`src/rtl/led_adder_pkg.sv`:
```
// Shared seven-segment glyph constants and the hex-to-segment lookup for the adder display.
// Segment order is {a,b,c,d,e,f,g}, active-high.
package led_adder_pkg;

    localparam int unsigned SEG_W = 7;

    localparam logic [SEG_W-1:0] SEG_0     = 7'b1111110;
    localparam logic [SEG_W-1:0] SEG_1     = 7'b0110000;
    localparam logic [SEG_W-1:0] SEG_2     = 7'b1101101;
    localparam logic [SEG_W-1:0] SEG_3     = 7'b1111001;
    localparam logic [SEG_W-1:0] SEG_4     = 7'b0110011;
    localparam logic [SEG_W-1:0] SEG_5     = 7'b1011011;
    localparam logic [SEG_W-1:0] SEG_6     = 7'b1011111;
    localparam logic [SEG_W-1:0] SEG_7     = 7'b1110000;
    localparam logic [SEG_W-1:0] SEG_8     = 7'b1111111;
    localparam logic [SEG_W-1:0] SEG_9     = 7'b1111011;
    localparam logic [SEG_W-1:0] SEG_A     = 7'b1110111;
    localparam logic [SEG_W-1:0] SEG_B     = 7'b0011111;
    localparam logic [SEG_W-1:0] SEG_C     = 7'b1001110;
    localparam logic [SEG_W-1:0] SEG_D     = 7'b0111101;
    localparam logic [SEG_W-1:0] SEG_E     = 7'b1001111;
    localparam logic [SEG_W-1:0] SEG_F     = 7'b1000111;
    localparam logic [SEG_W-1:0] SEG_BLANK = 7'b0000000;

    function automatic logic [SEG_W-1:0] hex_to_seg(input logic [3:0] nibble);
        logic [SEG_W-1:0] seg;
        case (nibble)
            4'h0:    seg = SEG_0;
            4'h1:    seg = SEG_1;
            4'h2:    seg = SEG_2;
            4'h3:    seg = SEG_3;
            4'h4:    seg = SEG_4;
            4'h5:    seg = SEG_5;
            4'h6:    seg = SEG_6;
            4'h7:    seg = SEG_7;
            4'h8:    seg = SEG_8;
            4'h9:    seg = SEG_9;
            4'hA:    seg = SEG_A;
            4'hB:    seg = SEG_B;
            4'hC:    seg = SEG_C;
            4'hD:    seg = SEG_D;
            4'hE:    seg = SEG_E;
            default: seg = SEG_F;
        endcase
        return seg;
    endfunction

endpackage

```
`src/rtl/seg7_hex_decoder.sv`:
```
// Combinational 4-bit hex to seven-segment glyph decoder used by the display mux.
module seg7_hex_decoder
    import led_adder_pkg::*;
(
    input  logic [3:0]       nibble,
    output logic [SEG_W-1:0] seg_c
);

    always_comb begin
        seg_c = hex_to_seg(nibble);
    end

endmodule

```
`src/rtl/led_adder_scan.sv`:
```
// Operand sequencer, registered adder and multiplexed hex display with run/single-step control.
// Optional: define LEADING_ZERO_BLANK_EN to blank leading-zero digits above digit 0.
module led_adder_scan
    import led_adder_pkg::*;
#(
    parameter int unsigned WIDTH    = 8,
    parameter int unsigned DIGITS   = 3,
    parameter int unsigned SCAN_DIV = 2**20,
    parameter int unsigned UPD_DIV  = 2**27,
    parameter int unsigned STEP_X   = 1,
    parameter int unsigned STEP_Y   = 2
) (
    input  logic              clk,
    input  logic              rstn,
    input  logic              run,
    input  logic              step,
    output logic [DIGITS-1:0] led_mux,
    output logic [6:0]        led,
    output logic [WIDTH-1:0]  sum_o,
    output logic              cout_o
);

    localparam int unsigned SCAN_W = $clog2(SCAN_DIV);
    localparam int unsigned UPD_W  = $clog2(UPD_DIV);
    localparam int unsigned IDX_W  = (DIGITS > 1) ? $clog2(DIGITS) : 1;
    localparam int unsigned R_W    = 4 * DIGITS;

    generate
        if (R_W < WIDTH + 1) begin : g_digits_too_few
            $error("led_adder_scan: DIGITS too small to display WIDTH+1 result bits");
        end
        if (SCAN_DIV < 2 || UPD_DIV < 2) begin : g_div_too_small
            $error("led_adder_scan: SCAN_DIV and UPD_DIV must be at least 2");
        end
    endgenerate

    logic [SCAN_W-1:0] scan_cnt;
    logic [IDX_W-1:0]  digit_idx;
    logic [IDX_W-1:0]  idx_next_c;
    logic [UPD_W-1:0]  upd_cnt;
    logic              step_q;
    logic              upd_tick_c;
    logic              step_edge_c;
    logic              upd_en_c;
    logic [WIDTH-1:0]  x;
    logic [WIDTH-1:0]  y;
    logic [R_W-1:0]    r_c;
    logic [3:0]        nibble_c;
    logic [6:0]        glyph_c;

    // Digit scan: one slot per SCAN_DIV cycles, index wraps after the last digit.
    always_comb begin
        idx_next_c = digit_idx + IDX_W'(1);
        if (digit_idx == IDX_W'(DIGITS - 1)) begin
            idx_next_c = '0;
        end
    end

    always_ff @(posedge clk or negedge rstn) begin
        if (!rstn) begin
            scan_cnt  <= '0;
            digit_idx <= '0;
            led_mux   <= DIGITS'(1);
        end else if (scan_cnt == SCAN_W'(SCAN_DIV - 1)) begin
            scan_cnt  <= '0;
            digit_idx <= idx_next_c;
            led_mux   <= DIGITS'(1) << idx_next_c;
        end else begin
            scan_cnt  <= scan_cnt + SCAN_W'(1);
        end
    end

    // Update prescaler only advances in run mode, so a paused count resumes where it stopped.
    always_ff @(posedge clk or negedge rstn) begin
        if (!rstn) begin
            upd_cnt <= '0;
        end else if (run) begin
            if (upd_tick_c) begin
                upd_cnt <= '0;
            end else begin
                upd_cnt <= upd_cnt + UPD_W'(1);
            end
        end
    end

    always_ff @(posedge clk or negedge rstn) begin
        if (!rstn) begin
            step_q <= 1'b0;
        end else begin
            step_q <= step;
        end
    end

    always_comb begin
        upd_tick_c  = run && (upd_cnt == UPD_W'(UPD_DIV - 1));
        step_edge_c = step && !step_q && !run;
        upd_en_c    = upd_tick_c || step_edge_c;
    end

    // Operand generators wrap silently modulo 2**WIDTH.
    always_ff @(posedge clk or negedge rstn) begin
        if (!rstn) begin
            x <= '0;
            y <= '0;
        end else if (upd_en_c) begin
            x <= x + WIDTH'(STEP_X);
            y <= y + WIDTH'(STEP_Y);
        end
    end

    always_ff @(posedge clk or negedge rstn) begin
        if (!rstn) begin
            {cout_o, sum_o} <= '0;
        end else begin
            {cout_o, sum_o} <= (WIDTH+1)'(x) + (WIDTH+1)'(y);
        end
    end

    // Display path: select the nibble of the full result for the active digit.
    always_comb begin
        r_c      = R_W'({cout_o, sum_o});
        nibble_c = r_c[3:0];
        for (int k = 0; k < int'(DIGITS); k++) begin
            if (digit_idx == IDX_W'(k)) begin
                nibble_c = r_c[4*k +: 4];
            end
        end
    end

    seg7_hex_decoder u_dec (
        .nibble (nibble_c),
        .seg_c  (glyph_c)
    );

`ifdef LEADING_ZERO_BLANK_EN
    logic upper_zero_c;

    always_comb begin
        upper_zero_c = 1'b0;
        for (int k = 1; k < int'(DIGITS); k++) begin
            if (digit_idx == IDX_W'(k)) begin
                upper_zero_c = ((r_c >> (4*k)) == '0);
            end
        end
        led = upper_zero_c ? SEG_BLANK : glyph_c;
    end
`else
    always_comb begin
        led = glyph_c;
    end
`endif

endmodule
```
`config.mk`:
```
export PLATFORM = sky130hd
export DESIGN_NAME = led_adder_scan
export DESIGN_NICKNAME = d
export VERILOG_FILES = /design/src/rtl/led_adder_pkg.sv /design/src/rtl/seg7_hex_decoder.sv /design/src/rtl/led_adder_scan.sv
export SDC_FILE = /design/constraint.sdc
export NUM_CORES = 1
export LEC_CHECK = 0
export ABC_CLOCK_PERIOD_IN_PS = 2670
export CORE_ASPECT_RATIO = 0.75
export CORE_MARGIN = 1
export CORE_UTILIZATION = 55
export CTS_BUF_LIST = sky130_fd_sc_hd__clkbuf_8
export CTS_CLUSTER_DIAMETER = 30
export DETAILED_ROUTE_END_ITERATION = 6
export DONT_BUFFER_PORTS = 1
export GPL_TIMING_DRIVEN = 0
export PLACE_DENSITY = 0.7
export SETUP_SLACK_MARGIN = 0.5
export SLEW_MARGIN = 25
export SYNTH_ARGS = -nofsm -noshare
export SYNTH_HDL_FRONTEND = slang
export SYNTH_SLANG_ARGS = --single-unit
```
`constraint.sdc`:
```
create_clock -name clk -period 2.67 [get_ports clk]
set_input_delay 0.534 -clock clk [delete_from_list [all_inputs] [get_ports clk]]
set_output_delay 0.534 -clock clk [all_outputs]
set_load 0.005 [all_outputs]
```
; ---- After elaboration in Yosys (flattened, before gate mapping)
; Memories as Yosys holds them, arrays and structs flattened.
; Index checks and enable logic that the tools add are counted.
[word_totals]
regBits = 78
romBits = 112
input_bits = 4
output_inout_bits = 19
word_cells = 32
n_memories = 1
[memory_table]
columns = memory, depth, word_bits, read_ports, rd_clocked_by_memory_dff, wr, line_no
row1 = (name not given), 16, 7, 1, 0, 0, led_adder_pkg.sv:27  ; case (nibble)
[classes]
n_addsub = 6
n_eq_ne = 4
n_shift = 1
n_mux = 5
n_reduce_logical = 6
[op_table]
columns = op, count
row1 = adder 27 x 1 -> 27 bit (second input constant), 1
row2 = == test 27 bit (second input constant), 1
row3 = two-way mux 27 bit, 1
row4 = adder 20 x 1 -> 20 bit (second input constant), 1
row5 = == test 20 bit (second input constant), 1
row6 = two-way mux 20 bit, 1
row7 = adder 8 x 8 -> 9 bit, 1
row8 = adder 8 x 1 -> 8 bit (second input constant), 1
row9 = adder 8 x 2 -> 8 bit (second input constant), 1
row10 = two-way mux 4 bit, 2
row11 = logical AND 1 bit, 3
row12 = left shift 1 x 2 -> 3 bit (first input constant), 1
row13 = adder 2 x 1 -> 2 bit (second input constant), 1
row14 = == test 2 x 1 -> 1 bit (second input constant), 1
row15 = == test 2 bit (second input constant), 1
row16 = zero test 1 bit, 2
row17 = two-way mux 2 bit, 1
row18 = logical OR 1 bit, 1

; ---- Logic depth before layout (Yosys ltp)
; Gate-level depths: netlist of the first run.
[logic_depth]
ltp_word = 4
depth_mapped = 9
mapped_depth_nobuf = 8

; ---- Hierarchy
; A second synthesis of the first run with hierarchy kept.
[unflattened]
cells_unflattened = 368
hier_area_um2 = 3945.0
[by_module_without_submodules]
columns = module, instances, cells_per_inst, area_per_inst_um2, seq_area_each_um2
row1 = led_adder_scan, 1, 335, 3657.3, 1878.1
row2 = seg7_hex_decoder, 1, 33, 287.8, 0.0

; ---- Worst setup path before layout of the first run
; No wires, ideal clock.
[synth_path]
path_type = register to output
start = register, netlist name led_mux[1]
end = output port led[3]
t_arrival_ns = 1.763
t_required_ns = 2.136
slack_ns = 0.373
path_stages_with_launch = 10
n_path_buf = 2
path_cell_list = dfrtp_1 -> buf_2 -> and2_1 -> clkbuf_1 -> o2bb2ai_1 -> inv_1 -> ha_1 -> mux2i_1 -> nand2_1 -> o21ai_0
[synth_rtl]
columns = item, line_no
row1 = end: declaration, led_adder_scan.sv:18  ; output logic [6:0] led,

==> results of run 1 <==
==> sequential cells by signal, indices dropped and copies added (netlist names) <==
signal,flops
step_q,1
led_mux,3
scan_cnt,20
upd_cnt,27
cout_o,1
sum_o,8
y,7
x,8
==> what timing repair did <==
| action | 4_1_cts | 5_1_grt |
|---|---|---|
| endpoints found under the setup margin | 8 | 8 |
| pin swaps | 5 | 7 |
| hold endpoints to repair | 74 | 75 |
| buffers inserted | 5 | 4 |
| cloned | 1 | 0 |
| gates resized for setup | 25 | 19 |
==> area by class of cell <==
cell class	count	share of cell area [%]
sequential	75	41.93
inverter	13	1.145
clock inverter	6	1.397
clock buffer	10	3.073
tap	84	2.346
timing repair buffer	10	2.514
buffer	13	2.430
multi-input combinational	268	45.17
==> cell usage in the layout, fill, tap and decap left out, drive strengths merged, types with 7 or more instances in the layout <==
| cell | instances |
|---|---|
| a21oi | 7 |
| and3 | 9 |
| buf | 20 |
| clkbuf | 13 |
| dfrtp | 74 |
| ha | 18 |
| inv | 15 |
| mux2i | 8 |
| nand2 | 23 |
| nand3 | 15 |
| nand4 | 14 |
| nor2 | 42 |
| nor3 | 11 |
| o2111ai | 8 |
| o21ai | 14 |
| xnor2 | 33 |
| xor2 | 22 |
==> cell families after synthesis <==
logic type | after synthesis | synth area share (%)
XOR/XNOR | 55 | 12.46
AO/OA/AOI/OAI | 44 | 7.705
adder cells (fa/ha/maj) | 19 | 6.345
AND/OR/NAND/NOR | 137 | 18.06
flip-flops | 75 | 48.59
buffers and inverters | 26 | 3.302
multiplexers | 13 | 3.529
==> stage by stage <==
step                      worst slack, ns  cells
after detailed placement           0.3273    453
after global placement             0.3506    453
after floorplan                    0.5098    369
final                             0.06203    479
after CTS                         0.08372    475
after global routing             -0.01535    479
==> power by group through the flow <==
stage | clock [mW] | combinational, mW | sequential [mW]
final | 0.886 | 1.19 | 1.51
after global routing | 0.953 | 1.32 | 1.54
after CTS | 0.909 | 0.977 | 1.50
after floorplan | 0 | 0.675 | 1.45
after global placement | 0 | 0.793 | 1.50
after detailed placement | 0 | 0.816 | 1.51
==> path summary, 6_finish.rpt <==
check,cells after the start,slack [ns],from,end
min in group clk,0,0.21,step,step_q
worst max-delay path,10,0.06,led_mux[1],led[3]
max in group asynchronous,0,2.62,rstn,led_mux[0]
worst min register to register,0,0.45,x[0],sum_o[0]
worst min-delay path,0,-0.12,rstn,scan_cnt[2]
worst max register to register,8,0.65,y[1],sum_o[7]
==> cells in the mapped netlist (all sizes together), types with 2 or more instances <==
cell / instances
and2: 4
nor3: 11
a21oi: 7
o2111ai: 8
xor2: 22
nand3: 15
clkbuf: 4
mux2: 5
nand2: 23
o2bb2ai: 3
and3: 9
or3: 4
xnor2: 33
ha: 18
a2bb2oi: 2
a22oi: 2
dfrtp: 74
mux2i: 8
nor4: 2
buf: 9
nor2: 42
o21ai: 14
inv: 13
nor2b: 5
and4: 4
a31oi: 2
nand4: 14
==> layer usage <==
| layer | GRT usage (%) | vias to the layer above | share of wire (%) |
|---|---|---|---|
| met1 | 30.39 | 1319 | 49 |
| met4 | 7.960 | 0 | 1.6 |
| met5 | 0 | - | 0 |
| met2 | 33.02 | 32 | 46 |
| li1 | - | 1330 | - |
| met3 | 5.827 | 12 | 3.1 |
==> critical path, stage by stage, from the launching register on <==
cell	delay [ns]
dfrtp_1	0.41
buf_6	0.18
and2_4	0.16
buf_8	0.11
o2bb2ai_4	0.15
inv_4	0.08
ha_4	0.18
buf_6	0.12
mux2i_1	0.16
nand2_1	0.10
o21ai_2	0.07
==> reports/metrics.cfg, run 1 <==
[status]
outcome=finished with violations
failed_checks=negative hold slack

[placement]
place.gp.congestion=0.8485
port_buffers=0
dpl_cell_area_um2=3985
dp_hpwl_mm=4.658

[sta]
timing.fmax_mhz=383.4
worst_hold_slack_ns=-0.1231
setup_viol=0
fin_crit_sh_pct=97.68
worst_pin_slew_ns=0.6429
report.final.slew_viol_count=0
max_slew_margin_pct=56.78
final.setup.tns_ns=0
fin_crit_ns=2.608
rsz0062_at_grt=true
hold_viol_final=74
clock_skew_ns=0.01240

[yosys]
synth_area_leaders=dfrtp_1 (48%), xnor2_1 (7.5%), ha_1 (5.8%)
synth-edff-count=0
yosys_most_used_dff=dfrtp_1
syn_nets=392
yosysUniqueCellTypes=47
ys.warnings.count=0
synth.avg_cell_area_um2=10.47
ys_async_sr_fraction_pct=100.0
synthCells=369
synth_top_area_cell=dfrtp_1
ys_seq_area_share_pct=48.59
yosysTopAreaCellShare_pct=47.91
synth_seq_cells=75
syn_area_um2=3865

[grt]
grt_max_degree=76
globalRouteOverflowTotal=0
grt_use_total_pct=21.74
grt_pass1_wl_mm=12.31
grt_antenna_before_repair=0
grt_pass1_vias=2615

[detailed_routing]
drtIter0Drc=145
wire_per_inst_um=15.50
drc=0
num_vias=2693
dr.pass1.iters=4
wirelength_mm=7.424
antenna_left=0
viasPerCell=5.622

[power_and_ir_drop]
pwr-share-clk_pct=24.7
swShare_pct=34.64
power_density_nw_per_um2=801.1
ir_worst_vdd_mv=0.6018
leakagePower_nw=1.999
combPwrFrac_pct=33.1
p_switching_mw=1.243
seqPwrFrac_pct=42.2
p_int_mw=2.345
power_mw=3.588

[die]
die-area_um2=7370
start_util_pct=56.85
die_w_um=98.80
die_h_um=74.60
rows=26
core-area_um2=6799
num_io_pins=23

[final_layout]
fin_util_pct=65.88
fill_cells=532
regArea_um2=1878
final_nets=413
multi_input_area_um2=2023
diodes=0
stdcell_area_um2=4479
syn2layout_area_growth_pct=15.90
drive_above_1_share_pct=17.72

[clock_network]
clk_latency_ns=0.35
clkTransAtPathRegs_ns=0.08
cts_tree=built
clock_path_buffers=2
cts_made_buffers=9
htree_levels=3
clockRootBuffer=clkbuf_8
clock_sinks=75

[worst_setup_path]
crit_fanout=5
cp-start-kind=flop
critPathArrivalTime_ns=2.07
crit_required_ns=2.14
end_kind=primary output
crit_type=flop to primary output

[job]
maxCapViolations=0

[worst_hold_path]
hp-class=input pin to async pin

(Power assumes the default switching activity.)
==> run 2: changes to the inputs <==
--- a/config.mk
+++ b/config.mk
@@ -18,2 +18,3 @@
 export SETUP_SLACK_MARGIN = 0.5
+export SKIP_LAST_GASP = 1
 export SLEW_MARGIN = 25
==> constraint.sdc (replaced) <==
create_clock -name clk -period 2.67 [get_ports clk]
set_input_delay 0.267 -clock clk [delete_from_list [all_inputs] [get_ports clk]]
set_output_delay 0.267 -clock clk [all_outputs]
set_load 0.005 [all_outputs]
==> run 2 against run 1 <==
Net effect: the run now ends clean; non-clock buffer count up 4; global-route usage up 0.065 points; die area unchanged; via count up 2.8%.
==> reports/metrics.cfg, run 2 (synthesis results as in run 1) <==
[status]
outcome=complete, no violations

[placement]
dp_hpwl_mm=4.519  ; -3.0%
place.gp.congestion=0.8797  ; +3.7%
post-place-ws_ns=0.3512  ; +0.02386 ns
port_buffers=0  ; unchanged
dpl.cell_count=453  ; unchanged
dpl_cell_area_um2=3970  ; -0.38%

[detailed_routing]
dr.pass1.iters=5  ; +1
antenna_left=0  ; unchanged
wire_per_inst_um=15.71  ; +1.3%
num_vias=2769  ; +2.8%
viasPerCell=5.733  ; +2.0%
drtIter0Drc=133  ; -8.3%
drc=0  ; unchanged
wirelength_mm=7.587  ; +2.2%

[job]
maxCapViolations=0  ; unchanged

[final_layout]
largest_reg_flops=27  ; unchanged
stdcell_area_um2=4537  ; +1.3%
final_nets=417  ; +0.97%
drive_above_1_share_pct=17.29  ; -0.43 points
regMostFlops=upd_cnt
final_common_cell=dfrtp_1
reg_top3=upd_cnt: 27 flops, scan_cnt: 20 flops
fill_cells=513  ; -3.6%
finalNonFillerCells=483  ; +0.84%
diodes=0  ; unchanged
layout_common_cells=dfrtp_1 (73), nor2_1 (40), xnor2_1 (33), nand2_1 (23), xor2_1 (22)
syn2layout_area_growth_pct=17.38

[worst_hold_path]
hp-class=input pin to flop
worstHoldEndpoint=upd_cnt[0]
hold_depth=2
hp-start=run

[worst_setup_path]
rrSetupSlack_ns=0.68  ; +0.03 ns
cp-start-kind=flop
cp_slowest_cell=dfrtp_1
worstSetupStartpoint=led_mux[1]
path_common_cell=mux2i_4
cp_cell_sequence=buf_6 -> mux2i_4 -> mux2i_4 -> inv_2 -> ha_1 -> o21ai_1 -> a22oi_1
crit_type=flop to primary output
critPathArrivalTime_ns=2.07  ; about the same
r2r_end=scan_cnt[15]
crit_required_ns=2.40  ; +0.26 ns
timing.rr.start=scan_cnt[6]
end_kind=primary output
critPathMaxStageDelay_ns=0.41  ; about the same
crit_fanout=7  ; +2
rr_worst_depth=6  ; -2

[power_and_ir_drop]
leakagePower_nw=2.013  ; +0.74%
power_density_nw_per_um2=785.8  ; -1.9%
ir_worst_vdd_mv=0.5439  ; -9.6%

[sta]
worst_pin_slew_ns=0.6578  ; +0.01489 ns
final.setup.tns_ns=0  ; unchanged
report.final.slew_viol_count=0  ; unchanged
timing.fmax_mhz=428.4  ; +12%
layout_setup_ws_ns=0.3355  ; +0.2735 ns
rsz0062_at_grt=true
fin_crit_ns=2.335  ; -0.2735 ns
setup_viol=0  ; unchanged
hold_viol_final=0  ; -100%
max_slew_margin_pct=55.78  ; -1.0 points
clock_skew_ns=0.009489  ; -0.002910 ns
fin_crit_sh_pct=87.43  ; -10 points

[clock_network]
clockRootBuffer=clkbuf_8
clkTransAtPathRegs_ns=0.08  ; about the same
clk_latency_ns=0.34  ; about the same
cts_tree=built
clock_path_buffers=2  ; unchanged
cts_made_buffers=9  ; unchanged
htree_levels=3  ; unchanged
clock_sinks=75  ; unchanged

[grt]
grt_use_total_pct=21.81  ; +0.065 points
globalRouteOverflowTotal=0  ; unchanged
grt_pass1_wl_mm=12.39  ; +0.67%
grt_antenna_before_repair=0  ; unchanged
grt_max_degree=76  ; unchanged
grt_pass1_vias=2620  ; +0.19%

[die]
die_w_um=98.80  ; unchanged
num_io_pins=23  ; unchanged
start_util_pct=56.85  ; unchanged
die_h_um=74.60  ; unchanged
die-area_um2=7370  ; unchanged
core-area_um2=6799  ; unchanged
rows=26  ; unchanged

[run 2: cell types whose count changed in the layout (fill, tap and decap cells not counted), sizes merged]
cell / previous run / this run
clkinv: 3 / 0
dlygate4sd3: 0 / 2
clkinvlp: 0 / 2
inv: 15 / 14
clkbuf: 13 / 15
buf: 20 / 22
[run 2: worst max-delay path by stage]
| stage | to | slack (ns) | cells past startpoint |
|---|---|---|---|
| 2_1_floorplan | led[3] | 0.64 | 9 |
| 6_report | led[1] | 0.34 | 7 |
| 3_5_place_dp | led[3] | 0.35 | 7 |
| 3_3_place_gp | led[3] | 0.37 | 7 |
| 4_1_cts | led[3] | 0.37 | 9 |
| 5_1_grt | led[6] | 0.23 | 8 |
[run 2: layout make-up]
cell class | count | area [µm²] | share of cell area [%]
Tap cell | 84 | 105.1 | 2.317
Clock inverter | 4 | 48.80 | 1.076
Clock buffer | 12 | 165.2 | 3.640
Timing Repair Buffer | 14 | 146.4 | 3.227
Buffer | 13 | 112.6 | 2.482
Sequential cell | 75 | 1879 | 41.42
Multi-Input combinational cell | 268 | 2028 | 44.71
Inverter | 13 | 51.30 | 1.131
[run 2: worst max-delay path, delay by kind of cell (launching register included)]
family                     cells  cell delay (ns)
adders and majority gates      1             0.23
muxes                          2             0.47
AOI/OAI and AO/OA              2             0.30
buffers and inverters          2             0.31
DFF                            1             0.41
[run 2: repair_timing]
item,4_1_cts,5_1_grt
hold buffers,3,0
endpoints found under the setup margin,7,8
setup buffers,10,1
pin swaps,5,3
resized for setup,32,15
hold endpoints to repair,76,0
[run 2: through the flow]
step           total power, mW  utilization, %  hold slack, ns
2_1_floorplan            2.114               -        -0.02859
3_5_place_dp             2.307           58.39        -0.02543
4_1_cts                  3.450           65.59          0.1894
6_report                 3.565           66.73          0.2096
3_3_place_gp             2.278           58.39        -0.02582
5_1_grt                  3.785           66.73          0.2227
[run 2: report_power, final]
part | internal (mW) | leakage, nW | total (mW) | switching (mW)
sequential | 1.29 | 0.990 | 1.52 | 0.222
combinational | 0.537 | 0.917 | 1.14 | 0.602
clock | 0.505 | 0.106 | 0.909 | 0.404
total | 2.34 | 2.01 | 3.56 | 1.23
[run 2: layer usage]
layer  part of all wire, %  global-route usage [%]  vias to the layer above
met5                     0                       0                        -
met4                   1.5                   6.136                        0
met3                   3.8                   5.639                       12
met2                    47                   34.97                       67
met1                    48                   29.87                     1357
li1                      -                       -                     1333
